**src/rtl/gemm_seq_tracker.sv**
```systemverilog
// rtl/gemm_seq_tracker.sv - control skew, per-bank valid gating and tile tracking for the GEMM array
module gemm_seq_tracker #(
  parameter int ROWS       = 16,
  parameter int COLS       = 16,
  parameter int BANK_COLS  = 4,
  parameter int MUX_W      = 1,
  parameter int STORE_LEAD = 2,
  parameter int CNT_W      = 16
) (
  input  logic                            clk,
  input  logic                            rst,
  input  logic [MUX_W-1:0]                mux_sel,
  input  logic                            psum_valid,
  input  logic [$clog2(COLS+1)-1:0]       n_active,
  input  logic                            store,
  input  logic                            overwrite,
  output logic [ROWS-2:0][MUX_W-1:0]      mux_sel_pipe,
  output logic [COLS/BANK_COLS-1:0]       bank_valid,
  output logic [COLS/BANK_COLS-1:0]       bank_store,
  output logic [COLS/BANK_COLS-1:0]       bank_overwrite,
  output logic                            accum_start,
  output logic                            if_sent,
  output logic                            acc_done,
  output logic                            busy,
  output logic [CNT_W-1:0]                tile_cnt
);

  localparam int NBANK = COLS / BANK_COLS;
  localparam int SD    = COLS - STORE_LEAD;

  typedef enum logic [1:0] {IDLE, STREAM, DRAIN} state_t;

  state_t          state, state_nx;
  logic [COLS-1:0] valid_d;
  logic [SD-1:0]   store_d;
  logic [SD-1:0]   ovw_d;
  logic            tail_q;

  always_ff @(posedge clk or negedge rst) begin
    if (!rst) begin
      mux_sel_pipe <= '0;
      valid_d      <= '0;
      store_d      <= '0;
      ovw_d        <= '0;
      tail_q       <= 1'b0;
    end else begin
      mux_sel_pipe[0] <= mux_sel;
      for (int i = 1; i < ROWS-1; i++) mux_sel_pipe[i] <= mux_sel_pipe[i-1];
      valid_d[0] <= psum_valid;
      for (int j = 1; j < COLS; j++) valid_d[j] <= valid_d[j-1];
      store_d[0] <= store;
      ovw_d[0]   <= overwrite;
      for (int j = 1; j < SD; j++) begin
        store_d[j] <= store_d[j-1];
        ovw_d[j]   <= ovw_d[j-1];
      end
      tail_q <= valid_d[COLS-1];
    end
  end

  // Each bank only needs its enable bit carried as far as its own tap.
  for (genvar b = 0; b < NBANK; b++) begin : g_bank
    localparam int TAP  = (b+1)*BANK_COLS - 1;
    localparam int CTAP = (b+1)*BANK_COLS - STORE_LEAD - 1;
    localparam int BASE = b*BANK_COLS;

    logic [TAP:0] en_sr;
    logic         en_now;

    assign en_now = int'(n_active) > BASE;

    always_ff @(posedge clk or negedge rst) begin
      if (!rst) begin
        en_sr <= '0;
      end else begin
        en_sr[0] <= en_now;
        for (int j = 1; j <= TAP; j++) en_sr[j] <= en_sr[j-1];
      end
    end

    assign bank_valid[b]     = valid_d[TAP] & en_sr[TAP];
    assign bank_store[b]     = store_d[CTAP];
    assign bank_overwrite[b] = ovw_d[CTAP];
  end

  // accum_start is combinational on psum_valid, so it is masked while in reset.
  assign accum_start = rst & psum_valid & ~valid_d[0];
  assign if_sent     = ~psum_valid & valid_d[0];
  assign acc_done    = tail_q & ~valid_d[COLS-1];
  assign busy        = (state != IDLE);

  always_comb begin
    state_nx = state;
    case (state)
      IDLE:    if (psum_valid) state_nx = STREAM;
      STREAM:  if (!psum_valid) state_nx = DRAIN;
      DRAIN: begin
        if (psum_valid)        state_nx = STREAM;
        else if (valid_d == '0) state_nx = IDLE;
      end
      default: state_nx = IDLE;
    endcase
  end

  always_ff @(posedge clk or negedge rst) begin
    if (!rst) begin
      state    <= IDLE;
      tile_cnt <= '0;
    end else begin
      state <= state_nx;
      if (acc_done) tile_cnt <= tile_cnt + CNT_W'(1);
    end
  end

endmodule

```
**config.mk**
```make
export PLATFORM = sky130hd
export DESIGN_NAME = gemm_seq_tracker
export DESIGN_NICKNAME = d
export VERILOG_FILES = /design/src/rtl/gemm_seq_tracker.sv
export SDC_FILE = /design/constraint.sdc
export NUM_CORES = 1
export LEC_CHECK = 0
export ABC_AREA = 1
export BUFFER_PORTS_ARGS = -buffer_cell sky130_fd_sc_hd__buf_2
export CORE_ASPECT_RATIO = 0.6
export CORE_UTILIZATION = 35
export CTS_CLUSTER_DIAMETER = 60
export DETAILED_ROUTE_END_ITERATION = 6
export GPL_ROUTABILITY_DRIVEN = 0
export SLEW_MARGIN = 5
export SYNTH_ARGS = -nofsm -noshare
export SYNTH_HDL_FRONTEND = slang
export SYNTH_SLANG_ARGS = --single-unit
export TNS_END_PERCENT = 1
```
**constraint.sdc**
```tcl
create_clock -name clk -period 1.3 [get_ports clk]
set_clock_uncertainty 0.05 [all_clocks]
set_input_delay 0.13 -clock clk [delete_from_list [all_inputs] [get_ports clk]]
set_output_delay 0.13 -clock clk [all_outputs]
set_load 0.1 [all_outputs]
```
==> results of run 1 <==
==> area by class of cell <==
| type | count | area, µm² |
|---|---|---|
| multi-input combinational | 96 | 568.0 |
| fill | 858 | 4681 |
| timing repair buffer | 80 | 922.1 |
| inverter | 23 | 90.09 |
| clock inverter | 10 | 80.08 |
| sequential | 118 | 2975 |
| tap | 135 | 168.9 |
| clock buffer | 22 | 464.2 |
==> metrics by stage <==
step	util	total power (µW)	setup TNS, ns
floorplan	-	5256	-2.546
global placement	0.4488	5903	0
detailed placement	0.4488	5929	-0.1241
CTS	0.5264	10300	-1.275
global route	0.5296	10600	-2.457
finish	0.5296	10160	-1.036
==> registers in the layout (all words and copies together) (netlist names) <==
register and cells:
tail_q 1, ovw_d 14, state 2, g_bank.en_sr 40, store_d 14, tile_cnt 16, valid_d 16, mux_sel_pipe 15
==> power breakdown <==
part | switching [µW] | internal [µW] | total (µW)
Clock | 1490 | 2700 | 4190
Combinational | 1220 | 615 | 1830
Sequential | 190 | 3950 | 4140
==> tightest hold or removal path: cells and delay by family <==
family / cells / cell delay, ns
buf+inv: 2 / 0.17
simple gates: 2 / 0.13
==> routing by layer <==
layer	global-route usage	vias to the layer above
met5	0	-
met4	0.1023	0
met3	0.04682	10
met2	0.1917	43
met1	0.1560	1012
li1	-	940
==> logic make-up after synthesis <==
kind of cell | count (synthesis) | share of synthesized area
xor+xnor | 10 | 0.02418
compound gates | 3 | 0.004492
fa+ha+maj | 1 | 0.003454
buf+inv | 31 | 0.04041
simple gates | 82 | 0.1123
flops | 118 | 0.8152
==> cells in the final DEF, fill, tap and decap left out, drive strengths merged <==
cell type	n
nand3b	1
nand4	4
xnor2	6
clkbuf	22
nand2	37
inv	22
nand3	11
a31oi	1
or2	2
clkinv	7
buf	70
clkinvlp	3
ha	1
bufinv	1
o21ai	2
nor3b	1
nor3	2
xor2	4
nor2	24
dfrtp	118
dlygate4sd3	10
==> worst min path at each step <==
stage	startpoint	end	slack, ns	cells after the start
after floorplan	rst	g_bank[0].en_sr[0]$_DFF_PN0_	-0.22	0
after global placement	store	store_d[0]$_DFF_PN0_	0.19	1
after detailed placement	overwrite	ovw_d[0]$_DFF_PN0_	0.19	1
after CTS	psum_valid	state[1]$_DFFE_PN0P_	0.001	4
after global routing	psum_valid	state[1]$_DFFE_PN0P_	0.05	4
final	psum_valid	state[1]$_DFFE_PN0P_	0.02	4
==> repair_timing <==
| action | CTS | global route |
|---|---|---|
| hold endpoints to repair | 127 | 0 |
| gates resized for setup | 35 | 5 |
| pin swaps | 3 | 3 |
| buffers inserted | 5 | 2 |
| hold buffers | 10 | 0 |
| setup endpoints to repair | 42 | 23 |
==> metrics.yaml, run 1 <==
critPathLaunchType: "flop"
synth.distinct_cells: 22
setup.worst_path.class: "reg -> out"
cp_top_family: "buffers and inverters"
fin_crit_ns: 1.478
slew_headroom: 0.6025
cts_inserted_buffers: 17
start_util: 0.3641
clock-sinks: 118
stdcell_count: 484
peakVddDrop_mv: 1.188
vias_per_cell: 4.143
io_buffer_count: 57
synth_ff_type: "dfrtp_1"
grt_pass1_wl_um: 10090
vias: 2005
drtPass1Iterations: 4
startpoint: "valid_d[15]$_DFF_PN0_"
synth_area_leader_cell: "dfrtp_1"
rsz0062_at_grt: "true"
clk_pin_slew_ns: 0.05
placed_cell_area_um2: 4466
synth_most_common_cell: "dfrtp_1"
synth_edf_count: 0
p_leak_uw: 0.002390
yosysTopAreaCellShare: 0.8152
cts_tree: "done"
cts_root_buffer: "clkbuf_16"
grt_max_degree: 119
finalSetupViolCount: 17
wl_per_cell_um: 12.07
cp.depth: 5
synth_area_per_cell_um2: 14.78
area_growth_pct: 45.46
dr_wl_met2_um: 2785
die_area_um2: 10770
pwr_density_cell_nw_per_um2: 1929
syn_inst: 245
violations: "negative setup slack"
whs_ns: 0.02239
grt_pass1_vias: 2113
end_kind: "output pin"
insertion_delay_ns: 0.40
chipHeight_um: 80.80
drt_iter0_markers: 91
nets: 348
synth_seq_cells: 118
worst_r2r_path_depth: 8
critPathRequiredTime_ns: 1.12
insertedDiodeCount: 0
wl_met3_um: 295
crit_end: "acc_done"
syn_nets: 257
cts.path.max_buffers: 2
antenna_found_initial: 0
path_cells: "inv_2, nand2_4, buf_6, clkinvlp_4, buf_12"
setup_ws_ns: -0.1778
die_w_um: 133.3
drt_wl_total_um: 5840
ys_seq_area_frac: 0.8152
r2r-end: "tile_cnt[12]$_DFFE_PN0P_"
drive_gt1_frac: 0.4011
fin_crit_sh: 1.137
syn_area_um2: 3622
slowest_delay_ns: 0.38
dr.max_layer_used: "met4"
hold_viol_final: 0
synthTopCellsByCount: "118 x dfrtp_1, 33 x nand2_1, 22 x inv_1, 18 x nor2_1, 10 x nand3_1"
antenna_left: 0
path_max_fanout: 2
crit_arrival_ns: 1.30
overflow: 0
crit_buf_inv: 4
ios: 58
tightest_slew_ns: 0.5963
core_um2: 9950
status: "finished, violations left"
placedCellCount: 435
yosysWarnings: 0
worstHoldPathType: "in -> reg"
synthArstFlopShare: 1.000
maxSlewViolCount: 0
fin_area_um2: 5269
htreeDepth: 4
drc: 0
rrSetupSlack_ns: -0.09
reg2reg_from: "tile_cnt[0]$_DFFE_PN0P_"
row_count: 28
m1WireLength_um: 2664
place_hpwl_um: 3511
post-place-ws_ns: -0.09057
synth.area.top_cells: "dfrtp_1 82%, nand2_1 3.4%, inv_1 2.3%"
drv_cap: 0
cp_slowest_cell: "dfrtp_1"
grt_usage: 0.1294
max_freq_mhz: 676.7
Note: power is estimated with default switching activity, not from simulation.
==> run 2: changes to the inputs <==
--- a/config.mk
+++ b/config.mk
@@ -9,3 +9,2 @@
 export BUFFER_PORTS_ARGS = -buffer_cell sky130_fd_sc_hd__buf_2
-export CORE_ASPECT_RATIO = 0.6
 export CORE_UTILIZATION = 35
--- a/constraint.sdc
+++ b/constraint.sdc
@@ -4,2 +4,2 @@
 set_output_delay 0.13 -clock clk [all_outputs]
-set_load 0.1 [all_outputs]
+set_load 0.05 [all_outputs]
==> run 2 against run 1 <==
  * Maximum frequency rose by 1.4%
  * Cell count fell by 1.9%
  * The flow still finishes with violations (negative setup slack)
  * Critical endpoint is now if_sent
  * First-iteration DRC count fell by 8.8%
  * Sequential power barely moved
  * Power fell by 5.2%
  * Critical path type unchanged
  * Critical path depth fell by 2
  * Hold slack improved by 0.051 ns
  * Via count fell by 0.45%
==> metrics.yaml, run 2 (synthesis results as in run 1) <==
status: "finished, violations left"
violations: "negative setup slack"
top_register: "g_bank.en_sr"
cts_inserted_buffers: 17
grt_pass1_vias: 2084
start_util: 0.3655
htreeDepth: 4
area.sequential_um2: 2968
placedCellCount: 428
drt_iter0_markers: 83
path_cells: "inv_1, nor2_2, buf_6"
path_max_fanout: 3
final_common_cell: "dfrtp_1"
die_area_um2: 10760
p_leak_uw: 0.002336
ios: 58
pwr_density_cell_nw_per_um2: 1900
chipHeight_um: 103.7
final_cell_mix: "106 x dfrtp_1, 33 x nand2_1, 32 x buf_6"
hold_viol_final: 0
overflow: 0
slowest_delay_ns: 0.39
fin_crit_sh: 1.121
cp_slowest_cell: "dfrtp_1"
grt_max_degree: 119
drtPass1Iterations: 4
place_hpwl_um: 3255
fin_crit_ns: 1.458
insertedDiodeCount: 0
clk_pin_slew_ns: 0.06
core_um2: 9910
stdcell_count: 475
cts.path.max_buffers: 2
rrSetupSlack_ns: -0.08
insertion_delay_ns: 0.51
slew_headroom: 0.6013
tns_ns: -1.315
setup_ws_ns: -0.1578
vias: 1996
fill_cells: 856
critPathRequiredTime_ns: 1.12
largest_reg_flops: 40
peakVddDrop_mv: 0.8948
crit_arrival_ns: 1.28
grt_usage: 0.1248
cts_tree: "done"
antenna_found_initial: 0
grt_pass1_wl_um: 10010
setup.worst_path.class: "reg -> out"
area_growth_pct: 39.97
multi_input_area_um2: 563.0
row_count: 36
worstHoldPathType: "in -> reg"
clock-sinks: 118
finalSetupViolCount: 21
critPathLaunchType: "flop"
vias_per_cell: 4.202
nets: 341
end_kind: "output pin"
top_regs: "g_bank.en_sr (40), tile_cnt (16), valid_d (16)"
drive_gt1_frac: 0.3743
die_w_um: 103.7
drt_wl_total_um: 5802
max_freq_mhz: 686.0
maxSlewViolCount: 0
cts_root_buffer: "clkbuf_8"
drc: 0
io_buffer_count: 57
drv_cap: 0
rsz0062_at_grt: "true"
antenna_left: 0
wl_per_cell_um: 12.21
tightest_slew_ns: 0.5981
==> run 2: cell count changes in the layout (fill, tap and decap cells not counted), moves of 4 or more <==
| cell | change |
|---|---|
| clkinv_2 | -5 |
| clkinv_4 | +4 |
| buf_4 | -16 |
| buf_6 | +27 |
| buf_12 | -23 |
==> run 2: worst paths after layout <==
| check | startpoint | endpoint | cells after the start |
|---|---|---|---|
| setup / recovery | valid_d[0]$_DFF_PN0_ | if_sent | 3 |
| hold / removal | n_active[0] | g_bank[0].en_sr[0]$_DFF_PN0_ | 4 |
| setup reg to reg | valid_d[15]$_DFF_PN0_ | tile_cnt[5]$_DFFE_PN0P_ | 6 |
| hold reg to reg | g_bank[3].en_sr[11]$_DFF_PN0_ | g_bank[3].en_sr[12]$_DFF_PN0_ | 0 |
| max in group asynchronous | rst | tile_cnt[5]$_DFFE_PN0P_ | 3 |
| min in group asynchronous | rst | mux_sel_pipe[12]$_DFF_PN0_ | 3 |
==> run 2: layer usage <==
layer	vias to the layer above	wire length, µm	track usage
met5	-	0	0
met4	0	108	0.07959
met3	9	282	0.04657
met2	53	2932	0.1913
met1	1007	2479	0.1484
li1	927	-	-
==> run 2: timing repair <==
item,4_1_cts,5_1_grt
hold endpoints to repair,128,0
hold buffers,11,0
cloned,0,0
gates resized for setup,83,17
endpoints found under the setup margin,47,44
pin swaps,3,7
setup buffers,3,1
==> run 2: final cells by class <==
type / instances / share of cell area
Tap cell: 133 / 0.03282
Timing Repair Buffer: 73 / 0.1387
Clock buffer: 18 / 0.08440
Inverter: 23 / 0.01752
Sequential cell: 118 / 0.5854
Multi-Input combinational cell: 96 / 0.1111
Clock inverter: 14 / 0.03011
==> run 2: worst max-delay path: cells and delay by family (launching register included) <==
| kind | cells | cell delay [ns] |
|---|---|---|
| flops | 1 | 0.39 |
| buf+inv | 2 | 0.26 |
| simple gates | 1 | 0.12 |
==> run 2: power breakdown <==
group | internal, µW | switching, µW | leakage (µW)
Clock | 2790 | 1660 | 0.000274
Sequential | 3930 | 201 | 0.00134
Combinational | 372 | 680 | 0.000721
==> run 2: through the flow <==
stage	power (µW)	setup WS (ns)	hold WS (ns)	util	instance area [µm²]
after floorplan	4764	-0.1520	-0.2156	-	3642
after global routing	10050	-0.2279	0.08683	0.5116	5070
after CTS	9772	-0.1612	0.1749	0.5057	5011
after global placement	5010	0.04212	0.1891	0.4093	4056
final	9633	-0.1578	0.07364	0.5116	5070
after detailed placement	5049	-0.01053	0.1893	0.4093	4056
==> run 3: changes to the inputs <==
- ABC_AREA: 1 -> unset
==> run 3 against run 2 <==
  * The run still ends with negative setup slack left
  * Sequential share of layout area decreased by 0.31 points
  * Design area rose by 0.44%
  * Routed wire length is 3.5% lower
  * Clock-buffer cell count is 6 higher
  * Critical path type unchanged
  * Largest cell class unchanged
  * Highest routed layer unchanged
==> metrics.yaml, run 3 <==
drt_iter0_markers: 57
swShare: 0.2420
largest_reg_flops: 40
seqPwrFrac: 0.415
antenna_found_initial: 0
io_buffer_count: 57
insertion_delay_ns: 0.49
synthArstFlopShare: 1.000
max_freq_mhz: 677.4
clock-sinks: 118
p_leak_uw: 0.002329
setup_ws_ns: -0.1761
cp_slowest_cell: "dfrtp_1"
syn_nets: 206
cpMostUsedCell: "buf_6"
start_util: 0.3681
end_kind: "output pin"
tightest_slew_ns: 0.4016
path_cells: "buf_6, and2_4, buf_6"
cp_top_family: "flip-flops"
drtPass1Iterations: 5
pwr_density_cell_nw_per_um2: 1917
die_w_um: 101.3
drv_cap: 0
violations: "negative setup slack"
slew_headroom: 0.7323
finalSetupViolCount: 28
hold_viol_final: 0
synth_area_per_cell_um2: 17.78
vias: 1856
die_area_um2: 10260
antenna_left: 0
htreeDepth: 4
cts_root_buffer: "clkbuf_8"
core_um2: 9371
syn_area_um2: 3450
top_register: "g_bank.en_sr"
synth_edf_count: 0
grt_usage: 0.1280
synth_most_common_cell: "dfrtp_1"
cts_tree: "done"
insertedDiodeCount: 0
clk_pin_slew_ns: 0.05
cts.path.max_buffers: 2
path_max_fanout: 2
critPathRequiredTime_ns: 1.12
drt_wl_total_um: 5599
final_common_cell: "dfrtp_1"
drive_gt1_frac: 0.4395
nets: 313
ys_seq_area_frac: 0.8560
grt_max_degree: 80
crit_buf_inv: 2
synth.area.top_cells: "dfrtp_1 86%, xnor2_1 2.0%, xor2_1 1.8%"
crit_arrival_ns: 1.30
critPathLaunchType: "flop"
status: "finished, violations left"
overflow: 0
synth_ff_type: "dfrtp_1"
chipHeight_um: 101.3
slowest_delay_ns: 0.40
yosysWarnings: 0
drc: 0
p_comb_frac: 0.130
final_cell_mix: "108 x dfrtp_1, 35 x buf_4, 31 x buf_6"
yosysTopAreaCellShare: 0.8560
cts_inserted_buffers: 17
grt_pass1_wl_um: 9542
worstHoldPathType: "in -> reg"
synth_seq_cells: 118
rrSetupSlack_ns: -0.16
ios: 58
placedCellCount: 393
p_int_uw: 7400
synthTopCellsByCount: "118 x dfrtp_1, 11 x nand2_1, 8 x buf_4, 8 x xnor2_1, 7 x xor2_1"
stdcell_count: 443
fin_crit_sh: 1.135
row_count: 35
area_growth_pct: 47.62
whs_ns: 0.2345
vias_per_cell: 4.190
wl_per_cell_um: 12.64
peakVddDrop_mv: 1.012
fin_crit_ns: 1.476
pwr-share-clk: 0.455
switchingPower_uw: 2362
synth_area_leader_cell: "dfrtp_1"
synth.distinct_cells: 24
place_hpwl_um: 3397
setup.worst_path.class: "reg -> out"
rsz0062_at_grt: "true"
maxSlewViolCount: 0
syn_inst: 194
grt_pass1_vias: 1999
top_regs: "g_bank.en_sr (40), tile_cnt (16), valid_d (16)"
## run 3: what timing repair did
action,4_1_cts,5_1_grt
hold buffers,13,0
resized for setup,83,17
buffers inserted,5,0
gates cloned,0,0
endpoints found under the setup margin,55,41
endpoints found under the hold margin,128,0
pin swaps,4,1
## run 3: final cells by class
type	count	area, µm²
repair buffers	96	887.1
clock buffers	24	490.5
flip-flops and latches	118	2965
well taps	129	161.4
clock inverters	8	95.09
fillers	759	4279
multi-input cells	67	489.2
inverters	1	3.754
## run 3: power groups by stage
stage | clock network [µW] | registers [µW] | logic [µW]
6_report | 4440 | 4050 | 1270
4_1_cts | 4580 | 4050 | 1230
5_1_grt | 4730 | 4090 | 1350
3_5_place_dp | 0 | 4110 | 1020
2_1_floorplan | 0 | 4460 | 268
3_3_place_gp | 0 | 4090 | 1010
## run 3: worst paths after layout
kind,cells past startpoint,startpoint,to
worst max-delay path,3,valid_d[11]$_DFF_PN0_,bank_valid[2]
worst min-delay path,2,store,store_d[0]$_DFF_PN0_
worst max register to register,5,valid_d[15]$_DFF_PN0_,tile_cnt[6]$_DFFE_PN0P_
worst min register to register,0,g_bank[3].en_sr[14]$_DFF_PN0_,g_bank[3].en_sr[15]$_DFF_PN0_
max in group asynchronous,3,rst,valid_d[11]$_DFF_PN0_
min in group asynchronous,3,rst,tile_cnt[12]$_DFFE_PN0P_
## run 3: per-stage QoR
stage / cell area, µm² / setup slack [ns] / utilization / setup TNS [ns] / power [µW]
2_1_floorplan: 3475 / -0.2562 / - / -2.028 / 4725
3_3_place_gp: 4034 / -0.1139 / 0.4304 / -0.5872 / 5097
3_5_place_dp: 4034 / -0.1403 / 0.4304 / -0.8542 / 5125
4_1_cts: 5039 / -0.2154 / 0.5377 / -3.548 / 9860
5_1_grt: 5092 / -0.2364 / 0.5434 / -4.639 / 10170
6_report: 5092 / -0.1761 / 0.5434 / -2.667 / 9762
## run 3: layer usage
metal | up-vias | GRT usage | part of all wire | routed length [µm]
met5 | - | 0 | 0 | 0
met4 | 0 | 0.07023 | 0.0095 | 53
met3 | 9 | 0.05383 | 0.050 | 282
met2 | 63 | 0.1863 | 0.49 | 2744
met1 | 938 | 0.1625 | 0.45 | 2518
li1 | 846 | - | - | -
## run 3: logic make-up (layout without fill, tap and decap cells)
kind of cell	count (synthesis)	after routing	share of synthesized area
and+or+nand+nor	47	47	0.07472
xor gates and xnor gates	15	15	0.03809
DFF	118	118	0.8560
AOI/OAI and AO/OA	3	3	0.005801
buffers and inverters	9	129	0.01850
muxes	1	1	0.003264
adders and majority gates	1	1	0.003627
